--- src/rtl/zle_2_decode_if.sv ---
// Token-in / data-out handshake bundle for the zero run-length decoder.
// The slave modport is the decoder side; the master modport is its environment.
interface zle_2_decode_if #(
    parameter int DW = 3,
    parameter int CW = 4
);
    logic [CW:0]   i_d;
    logic          i_valid;
    logic          i_ready;
    logic [DW-1:0] o_d;
    logic          o_valid;
    logic          o_ready;

    modport slave (
        input  i_d,
        input  i_valid,
        output i_ready,
        output o_d,
        output o_valid,
        input  o_ready
    );

    modport master (
        output i_d,
        output i_valid,
        input  i_ready,
        input  o_d,
        input  o_valid,
        output o_ready
    );
endinterface

--- src/rtl/zle_2_decode.sv ---
// Zero run-length decoder: expands literal and zero-run tokens into a
// one-value-per-cycle data stream behind a single registered output stage.
module zle_2_decode #(
    parameter int DW = 3,
    parameter int CW = 4
) (
    input  logic           clock,
    input  logic           reset,
    zle_2_decode_if.slave  bus,
    output logic           run_active
);
    typedef enum logic [1:0] {
        S_PASS = 2'd0,
        S_RUN  = 2'd1
    } state_t;

    localparam logic [CW-1:0] C_ONE = {{(CW-1){1'b0}}, 1'b1};

    state_t        r_state;
    logic [CW-1:0] r_rem;
    logic [DW-1:0] r_d;
    logic          r_valid;

    state_t        w_state_nxt;
    logic [CW-1:0] w_rem_nxt;
    logic [DW-1:0] w_d_nxt;
    logic          w_valid_nxt;

    logic          w_free;
    logic          w_ready;
    logic          w_accept;
    logic          w_is_run;
    logic [CW-1:0] w_cnt;

    assign w_free   = !r_valid || bus.o_ready;
    // reset gates i_ready so the source never sees an accept while held in reset
    assign w_ready  = reset && (r_state == S_PASS) && w_free;
    assign w_accept = bus.i_valid && w_ready;
    assign w_is_run = bus.i_d[CW];
    assign w_cnt    = bus.i_d[CW-1:0];

    assign bus.i_ready = w_ready;
    assign bus.o_d     = r_d;
    assign bus.o_valid = r_valid;
    assign run_active  = (r_state == S_RUN);

    // Next state: accept tokens in S_PASS, emit owed zeros in S_RUN
    always_comb begin
        w_state_nxt = r_state;
        w_rem_nxt   = r_rem;
        w_d_nxt     = r_d;
        w_valid_nxt = r_valid;
        case (r_state)
            S_PASS: begin
                if (w_accept) begin
                    w_valid_nxt = 1'b1;
                    if (w_is_run) begin
                        w_d_nxt = '0;
                        if (w_cnt != '0) begin
                            w_rem_nxt   = w_cnt;
                            w_state_nxt = S_RUN;
                        end
                    end else begin
                        w_d_nxt = bus.i_d[DW-1:0];
                    end
                end else if (w_free) begin
                    w_valid_nxt = 1'b0;
                end
            end
            S_RUN: begin
                if (w_free) begin
                    w_d_nxt     = '0;
                    w_valid_nxt = 1'b1;
                    w_rem_nxt   = r_rem - C_ONE;
                    if (r_rem == C_ONE) begin
                        w_state_nxt = S_PASS;
                    end
                end
            end
            default: begin
                w_state_nxt = S_PASS;
                w_rem_nxt   = '0;
                w_d_nxt     = '0;
                w_valid_nxt = 1'b0;
            end
        endcase
    end

    // State and output register; reset drops any pending run and held value
    always_ff @(posedge clock or negedge reset) begin
        if (!reset) begin
            r_state <= S_PASS;
            r_rem   <= '0;
            r_d     <= '0;
            r_valid <= 1'b0;
        end else begin
            r_state <= w_state_nxt;
            r_rem   <= w_rem_nxt;
            r_d     <= w_d_nxt;
            r_valid <= w_valid_nxt;
        end
    end
endmodule

--- src/flat_wrapper.sv ---
// flat-port wrapper written by rule: the top's interface ports become plain ports
module zle_2_decode_flat 
#(
    parameter int DW = 3,
    parameter int CW = 4
)
  (clock, reset, run_active, bus_i_d, bus_i_valid, bus_i_ready, bus_o_d, bus_o_valid, bus_o_ready);
  zle_2_decode_if #(.DW(DW), .CW(CW)) bus_i ();
  input  logic clock;
  input  logic reset;
  output logic run_active;
  input wire logic [$bits(bus_i.i_d)-1:0] bus_i_d;
  input wire logic [$bits(bus_i.i_valid)-1:0] bus_i_valid;
  output wire logic [$bits(bus_i.i_ready)-1:0] bus_i_ready;
  output wire logic [$bits(bus_i.o_d)-1:0] bus_o_d;
  output wire logic [$bits(bus_i.o_valid)-1:0] bus_o_valid;
  input wire logic [$bits(bus_i.o_ready)-1:0] bus_o_ready;
  assign bus_i.i_d = bus_i_d;
  assign bus_i.i_valid = bus_i_valid;
  assign bus_i_ready = bus_i.i_ready;
  assign bus_o_d = bus_i.o_d;
  assign bus_o_valid = bus_i.o_valid;
  assign bus_i.o_ready = bus_o_ready;
  zle_2_decode #(.DW(DW), .CW(CW)) u_core (.clock(clock), .reset(reset), .bus(bus_i), .run_active(run_active));
endmodule
--- config.mk ---
export PLATFORM = sky130hd
export DESIGN_NAME = zle_2_decode_flat
export DESIGN_NICKNAME = d
export VERILOG_FILES = /design/src/rtl/zle_2_decode_if.sv /design/src/rtl/zle_2_decode.sv /design/src/flat_wrapper.sv
export SDC_FILE = /design/constraint.sdc
export NUM_CORES = 1
export LEC_CHECK = 0
export BUFFER_PORTS_ARGS = -buffer_cell sky130_fd_sc_hd__buf_2
export CAP_MARGIN = 10
export CORE_AREA = 2 2 39 41
export CTS_CLUSTER_SIZE = 10
export DETAILED_ROUTE_END_ITERATION = 8
export DIE_AREA = 0 0 41 43
export GPL_TIMING_DRIVEN = 0
export HOLD_SLACK_MARGIN = 0.02
export PLACE_DENSITY_LB_ADDON = 0.3
export SETUP_SLACK_MARGIN = 0.1
export SLEW_MARGIN = 10
export SYNTH_ARGS = -nofsm -noshare
export SYNTH_HDL_FRONTEND = slang
export SYNTH_SLANG_ARGS = --single-unit
--- constraint.sdc ---
create_clock -name clock -period 1.9 [get_ports clock]
set_input_delay 0.095 -clock clock [delete_from_list [all_inputs] [get_ports clock]]
set_output_delay 0.095 -clock clock [all_outputs]
set_load 0.1 [all_outputs]
=== Yosys cells after proc, flatten, opt, wreduce, memory -nomap -nowiden ===
Index checks and enable logic that the tools add are counted.

* Add/sub/neg operators: 1
* Equal/unequal tests: 8
* Multiplexer cells: 19
* Reduce and logical (&&, ||, !) cells: 11

{| class="wikitable"
|+ Operators by type and width
! kind !! count
|-
| 4-bit 2-to-1 mux || 4
|-
| 2-bit 2-to-1 mux || 5
|-
| 3-bit 2-to-1 mux || 3
|-
| 4-bit one-hot mux with 2 select lines || 1
|-
| 2-bit by 1-bit inequality test with 1-bit output (second input constant) || 3
|-
| 3-bit one-hot mux with 2 select lines || 1
|-
| 5-bit AND reduction || 1
|-
| 4-bit by 1-bit == test with 1-bit output (second input constant) || 1
|-
| 2-bit inequality test (second input constant) || 2
|-
| 2-bit one-hot mux with 2 select lines || 1
|-
| 2-bit AND reduction || 2
|-
| 4-bit AND reduction || 1
|-
| 4-bit nonzero test || 1
|-
| 4-bit by 1-bit subtractor with 4-bit output (second input constant) || 1
|-
| 1-bit logical AND || 3
|-
| 1-bit 2-to-1 mux || 3
|-
| 3-bit by 1-bit inequality test with 1-bit output (second input constant) || 1
|-
| 2-bit by 1-bit == test with 1-bit output (second input constant) || 1
|-
| 2-bit logical NOT || 1
|-
| 1-bit one-hot mux with 2 select lines || 1
|-
| 1-bit logical NOT || 1
|-
| 1-bit logical OR || 1
|}

* Flip-flop bits (word level): 10
* Input port bits: 9
* Output and inout port bits: 6
* Word-level logic and storage cells: 43

=== Logic depth before layout (Yosys ltp) ===
Gate-level depths: netlist of the first run.

* Depth in word-level cells: 6
* Gate-level depth with buffers: 5
* Depth with buffers taken out: 5

=== Worst setup path after synthesis of the first run ===
OpenSTA, ideal clock, no wires.

* Path type: reg-to-reg
* From: register u_core.r_state[0]
* To: register u_core.r_rem[3]
* Library setup time: 126 ps
* Arrival: 1936 ps
* Required time: 1774 ps
* Slack: -161 ps
* Cell stages (with the launch flop): 5
* Buffers on the path: 1
* Clock period less this slack: 2061 ps
* Cell sequence: dfrtp_1 -> buf_6 -> inv_2 -> a2111o_1 -> a221o_1

* Cells in the longest elaborated chain, start to end: 6
* Elaborated cells on any way between the ends: 11
* Those cells by class: eq/ne (5); mux (1); reduce/logical (5)

{| class="wikitable"
|+ RTL lines
! what !! RTL line !! text
|-
| start: declaration || zle_2_decode.sv:19 || <nowiki>state_t r_state;</nowiki>
|-
| start signal: assignment || zle_2_decode.sv:97 || <nowiki>r_state <= w_state_nxt;</nowiki>
|-
| 2-bit logical NOT || zle_2_decode.sv:37, zle_2_decode.sv:53 ||
|-
| 1-bit logical AND (2 in series) || zle_2_decode.sv:37 || <nowiki>assign w_ready = reset && (r_state == S_PASS) && w_free;</nowiki>
|-
| 1-bit logical AND || zle_2_decode.sv:38 || <nowiki>assign w_accept = bus.i_valid && w_ready;</nowiki>
|-
| 2-bit by 1-bit inequality test with 1-bit output (no line) || n/a ||
|-
| 4-bit AND reduction (no line) || n/a ||
|-
| end signal: assignment || zle_2_decode.sv:98 || <nowiki>r_rem <= w_rem_nxt;</nowiki>
|-
| end: declaration || zle_2_decode.sv:20 || <nowiki>logic [CW-1:0] r_rem;</nowiki>
|}

Several ways; a longest one is shown, not always the timed one.
A chain may end at the register's enable or synchronous reset.

=== Final worst setup path of the first run ===
* From: input port reset
* To: register u_core.r_rem[3]

* Cells in the longest elaborated chain, start to end: 5

{| class="wikitable"
|+ RTL lines
! what !! RTL line !! text
|-
| start: declaration || flat_wrapper.sv:10 || <nowiki>input logic reset;</nowiki>
|-
| 1-bit logical AND (2 in series) || zle_2_decode.sv:37 ||
|-
| 1-bit logical AND || zle_2_decode.sv:38 ||
|-
| 2-bit by 1-bit inequality test with 1-bit output (no line) || n/a ||
|-
| 4-bit AND reduction (no line) || n/a ||
|}

No other way between the ends.

==> results of run 1 <==
## worst max-delay path, stage by stage
cell and delay (ns):
dlygate4sd3_1 0.52, clkbuf_4 0.23, a21oi_2 0.14, a2111o_1 0.46
a221o_1 0.36
## routing by layer
layer,up-vias,track usage
li1,261,-
met1,248,0.2492
met2,17,0.2438
met3,3,0.04712
met4,0,0.06000
met5,-,0
## worst max-delay path by stage
| stage | from | endpoint | slack, ns | cells after the start |
|---|---|---|---|---|
| after global placement | u_core.bus.o_valid | u_core.r_rem[3] | 0.40 | 4 |
| after detailed placement | u_core.bus.o_valid | u_core.r_rem[2] | 0.34 | 4 |
| after floorplan | u_core.r_state[0] | u_core.r_rem[3] | 0.13 | 4 |
| after CTS | reset | u_core.r_rem[3] | 0.15 | 5 |
| final | reset | u_core.r_rem[3] | 0.24 | 5 |
| after global routing | reset | u_core.r_rem[3] | 0.15 | 5 |
## cells by family (layout without fill, tap and decap cells)
kind of cell / count (synthesis) / after routing
AO/OA/AOI/OAI: 20 / 20
adder cells (fa/ha/maj): 2 / 2
flip-flops: 9 / 9
buffers and inverters: 6 / 25
AND/OR/NAND/NOR: 21 / 21
## through the flow
step                      instances  instance area, um^2  setup slack (ns)  total power [mW]  utilization
after floorplan                  58                548.0            0.1292            0.9735            -
after global placement           88                638.1            0.3990             1.105       0.4611
after detailed placement         88                638.1            0.3357             1.117       0.4611
after CTS                        93                674.4            0.1487             1.276       0.4873
after global routing             93                676.9            0.1470             1.358       0.4892
final                            93                676.9            0.2384             1.271       0.4892
## what timing repair did
action / 4_1_cts / 5_1_grt
endpoints found under the setup margin: 0 / 1
hold buffers: 1 / 0
endpoints found under the hold margin: 9 / 0
gates resized for setup: 0 / 1
## sequential cells by signal (all words and copies together), names as in the netlist
register / count
u_core.bus.o_d: 3
u_core.bus.o_valid: 1
u_core.r_rem: 4
u_core.r_state: 1
## area by class of cell
class                      count  area share
buffer                         2     0.02218
clock buffer                   4     0.03882
sequential                     9      0.3364
timing repair buffer          15      0.1220
inverter                       4     0.02218
multi-input combinational     43      0.4288
tap                           16     0.02957
## layout by cell type, fill, tap and decap left out, types with 2 or more instances in the layout
master | netlist | final
buf_2 | 0 | 13
dfrtp_1 | 9 | 7
o31ai_1 | 5 | 5
nand2_1 | 5 | 5
clkbuf_4 | 0 | 4
inv_1 | 3 | 3
nand2b_1 | 3 | 3
o21ai_1 | 3 | 3
clkbuf_1 | 1 | 2
nor4b_1 | 2 | 2
o21ai_0 | 2 | 2
nor3_1 | 2 | 2
ha_1 | 2 | 2
dfrtp_2 | 0 | 2
## power breakdown
part | switching [mW] | internal (mW) | leakage [nW] | total, mW
registers | 0.0768 | 0.278 | 0.107 | 0.355
logic | 0.544 | 0.220 | 0.182 | 0.765
clock network | 0.0699 | 0.0811 | 0.0150 | 0.151
==> results.sh, run 1 <==
export IMPL_path_class="primary input to flop"
export IMPL_tns_ns=0
export IMPL_ys_top_cells_by_area="dfrtp_1, o31ai_1, ha_1"
export IMPL_synthTopCellsByCount="dfrtp_1, nand2_1, o31ai_1"
export IMPL_layout_drive_gt1_share=0.3117
export IMPL_final_hold_violation_count=0
export IMPL_first_global_vias=503
export IMPL_max_freq_mhz=601.8
export IMPL_hold_start="bus_i_d[2]"
export IMPL_vias=529
export IMPL_via_per_inst=5.688
export IMPL_antenna_left=0
export IMPL_clockBufferDepth=2
export IMPL_post_route_min_period_ns=1.662
export IMPL_ir_drop_uv=889.6
export IMPL_path_clk_slew_ns=0.06
export IMPL_top_layer_used="met4"
export IMPL_synthArstFlopShare=1.000
export IMPL_antenna_cells=0
export IMPL_synth_top_family_by_area="compound AO/OA/AOI/OAI gates"
export IMPL_cap_violations=0
export IMPL_synth_compound_area_frac=0.2683
export IMPL_critPathLaunchType="primary input"
export IMPL_ys_ff_latch=9
export IMPL_grt_antenna_before_repair=0
export IMPL_yosysMostFrequentCell="dfrtp_1"
export IMPL_htreeDepth=1
export IMPL_holdPathEnd="u_core.bus.o_d[2]"
export IMPL_gp_congestion=0.8032
export IMPL_hold_depth=3
export IMPL_synthSimpleGateAreaFrac=0.2179
export IMPL_hold_path_class="primary input to flop"
export IMPL_drc=0
export IMPL_synth_mux_area_frac=0
export IMPL_wl_met3_um=94
export IMPL_leakage_nw=0.3046
export IMPL_dieArea_mm2=0.001763
export IMPL_crit_fanout=13
export IMPL_synth_net_count=69
export IMPL_synthDistinctLibCells=32
export IMPL_tightest_slew_ns=0.4847
export IMPL_nets=89
export IMPL_r2r_end="u_core.r_rem[2]"
export IMPL_end_kind="flop"
export IMPL_timing_hold_ws_ns=0.09504
export IMPL_finalCritPeriodShare=0.8745
export IMPL_yosysSeqAreaShare=0.4128
export IMPL_syn_to_final_growth_pct=24.08
export IMPL_rows=14
export IMPL_rsz0062_at_grt="false"
export IMPL_clock_skew_ns=0.0006335
export IMPL_slew_headroom=0.6791
export IMPL_drt_wl_total_mm=1.239
export IMPL_setup_viol_count_final=0
export IMPL_cts_sinks=9
export IMPL_track_usage=0.1737
export IMPL_grt_ovfl_total=0
export IMPL_cts_root_buf="clkbuf_4"
export IMPL_syn_avg_cell_area_um2=9.406
export IMPL_r2r_start="u_core.bus.o_valid"
export IMPL_core_area_mm2=0.001384
export IMPL_seq_area_um2=227.7
export IMPL_cts_inserted_buffers=3
export IMPL_insertion_delay_ns=0.26
export IMPL_die_h_um=43
export IMPL_r2r_slack_ns=0.31
export IMPL_nFillCells=134
export IMPL_routedWlPerCell_um=13.32
export IMPL_crit_arrival_ns=1.81
export IMPL_synthCells=58
export IMPL_start_util=0.3942
export IMPL_ios=15
export IMPL_met2_length_um=527
export IMPL_slew_violations=0
export IMPL_ys_warn_count=0
export IMPL_synth_edf_count=0
export IMPL_cp_required_ns=2.05
export IMPL_yosysTopAreaCellShare=0.4128
export IMPL_synth_flop_cell="dfrtp_1"
export IMPL_multi_input_area_um2=290.3
export IMPL_chipWidth_um=41
export IMPL_cts_tree="yes"
export IMPL_grt_max_degree=14
export IMPL_wl_met1_um=601
export IMPL_hpwl_um=925
export IMPL_synth_fa_ha_area_frac=0.04587
export IMPL_status="finished clean"
export IMPL_worstRegToRegCells=4
export IMPL_syn_area_um2=545.5
export IMPL_grt_pass1_wl_mm=2.097
export IMPL_yosysTopAreaCell="dfrtp_1"
export IMPL_power_density_mw_per_mm2=1877
export IMPL_post_cts_buffers=0
export IMPL_first_pass_iters=4
export IMPL_drt_iter0_markers=12
export IMPL_synth_xor_area_share=0
export IMPL_place_port_buffers=14
(Power assumes the default switching activity.)
==> run 2: changes to the inputs <==
==> constraint.sdc (replaced) <==
create_clock -name clock -period 1.55 [get_ports clock]
set_input_delay 0.0775 -clock clock [delete_from_list [all_inputs] [get_ports clock]]
set_output_delay 0.0775 -clock clock [all_outputs]
set_load 0.1 [all_outputs]
==> results.sh, run 2 (synthesis gave the netlist of run 1 again) <==
export IMPL_status="finished clean"
export IMPL_grt_ovfl_total=0
export IMPL_insertion_delay_ns=0.26
export IMPL_cap_violations=0
export IMPL_ir_drop_uv=1175
export IMPL_slew_violations=0
export IMPL_grt_pass1_wl_mm=2.208
export IMPL_nets=90
export IMPL_antenna_cells=0
export IMPL_tns_ns=0
export IMPL_mostFrequentLayoutCell="buf_2"
export IMPL_regMostFlops="u_core.r_rem"
export IMPL_cts_root_buf="clkbuf_4"
export IMPL_rsz0062_at_grt="true"
export IMPL_die_h_um=43
export IMPL_grt_max_degree=11
export IMPL_grt_use_met2=0.2219
export IMPL_power_density_mw_per_mm2=2280
export IMPL_grt_busiest_layer="met1"
export IMPL_crit_path_cell_trace="nor2b_4, a2111o_1, a221o_1"
export IMPL_nFillCells=141
export IMPL_cp_required_ns=1.70
export IMPL_finalCritPeriodShare=0.9420
export IMPL_drt_wl_total_mm=1.313
export IMPL_htreeDepth=1
export IMPL_start_util=0.3942
export IMPL_slew_headroom=0.6849
export IMPL_final_hold_violation_count=0
export IMPL_chipWidth_um=41
export IMPL_critPathLaunchType="flop"
export IMPL_path_class="flop to flop"
export IMPL_critical_path_top_delay_family="compound AO/OA/AOI/OAI gates"
export IMPL_crit_arrival_ns=1.61
export IMPL_cts_tree="yes"
export IMPL_layout_drive_gt1_share=0.3590
export IMPL_dp_cells=88
export IMPL_dieArea_mm2=0.001763
export IMPL_routedWlPerCell_um=13.97
export IMPL_max_freq_mhz=684.9
export IMPL_crit_fanout=4
export IMPL_clock_skew_ns=0.004597
export IMPL_via_per_inst=5.638
export IMPL_grt_use_met1=0.2970
export IMPL_first_global_vias=482
export IMPL_placed_area_um2=648.1
export IMPL_clockBufferDepth=2
export IMPL_cts_inserted_buffers=3
export IMPL_tightest_slew_ns=0.4684
export IMPL_end_kind="flop"
export IMPL_crit_slowest_cell="dfrtp_4"
export IMPL_final_cells=94
export IMPL_most_common_layout_cells="buf_2, dfrtp_1, o31ai_1, nand2_1, o21ai_1"
export IMPL_path_clk_slew_ns=0.06
export IMPL_rows=14
export IMPL_core_area_mm2=0.001384
export IMPL_first_pass_iters=4
export IMPL_hpwl_um=951.9
export IMPL_vias=530
export IMPL_ios=15
export IMPL_post_route_min_period_ns=1.460
export IMPL_hold_path_class="primary input to flop"
export IMPL_gp_congestion=0.7575
export IMPL_drc=0
export IMPL_setup_viol_count_final=0
export IMPL_leakage_nw=0.3235
export IMPL_drt_iter0_markers=17
export IMPL_syn_to_final_growth_pct=30.96
export IMPL_critPathMaxStageDelay_ns=0.48
export IMPL_cts_sinks=9
export IMPL_stdcell_area_um2=714.4
export IMPL_largest_register_ffs=4
export IMPL_grtUsageMet3=0.03665
export IMPL_antenna_left=0
export IMPL_path_buf_inv=0
export IMPL_track_usage=0.1852
export IMPL_place_port_buffers=14
export IMPL_grt_antenna_before_repair=0
export IMPL_final_core_util=0.5163
[run 2: path summary, 6_finish.rpt]
check	start	slack, ns	end	cells after the start
worst max-delay path	u_core.bus.o_valid	0.09	u_core.r_rem[3]	3
worst min-delay path	bus_i_d[3]	0.09	u_core.r_rem[3]	2
worst max register to register	u_core.bus.o_valid	0.09	u_core.r_rem[3]	3
worst min register to register	u_core.bus.o_d[0]	0.49	u_core.bus.o_d[0]	2
max in group asynchronous	reset	0.84	u_core.bus.o_valid	2
min in group asynchronous	reset	0.36	u_core.r_state[0]	2
[run 2: worst register-to-register path, delay by kind of cell (launching register included)]
kind / cells / cell delay, ns
AND/OR/NAND/NOR: 1 / 0.14
AO/OA/AOI/OAI: 2 / 0.73
flip-flops: 1 / 0.48
[run 2: cell type report]
cell class	count	area, um^2	area share
plain buffers	2	16.27	0.02277
clock buffers	4	26.28	0.03678
inverters	4	17.52	0.02452
multi-input cells	43	299.0	0.4186
flip-flops and latches	9	232.7	0.3257
well taps	16	20.02	0.02802
repair buffers	16	102.6	0.1436
[run 2: per-layer routing]
| metal | share of wire | vias up |
|---|---|---|
| li1 | - | 261 |
| met1 | 0.48 | 242 |
| met2 | 0.41 | 23 |
| met3 | 0.092 | 4 |
| met4 | 0.021 | 0 |
| met5 | 0 | - |
[run 2: timing repair]
| action | 4_1_cts | 5_1_grt |
|---|---|---|
| buffers inserted | 1 | 0 |
| endpoints found under the setup margin | 2 | 3 |
| hold buffers | 1 | 0 |
| hold endpoints to repair | 9 | 0 |
| pin swaps | 2 | 0 |
| cloned | 0 | 0 |
| resized for setup | 4 | 2 |
[run 2: stage by stage]
step | total power, mW | hold slack (ns) | setup slack [ns]
final | 1.629 | 0.08705 | 0.08985
after floorplan | 1.219 | -0.2181 | -0.1219
after global routing | 1.743 | 0.08832 | 0.05425
after global placement | 1.375 | -0.03551 | 0.05992
after detailed placement | 1.392 | -0.03042 | 0.05568
after CTS | 1.618 | 0.08113 | 0.1045
[run 2: where the power goes]
part / total (mW) / switching [mW] / internal, mW
clock: 0.185 / 0.0854 / 0.0994
sequential: 0.445 / 0.0937 / 0.351
combinational: 0.999 / 0.680 / 0.319
total: 1.63 / 0.859 / 0.769
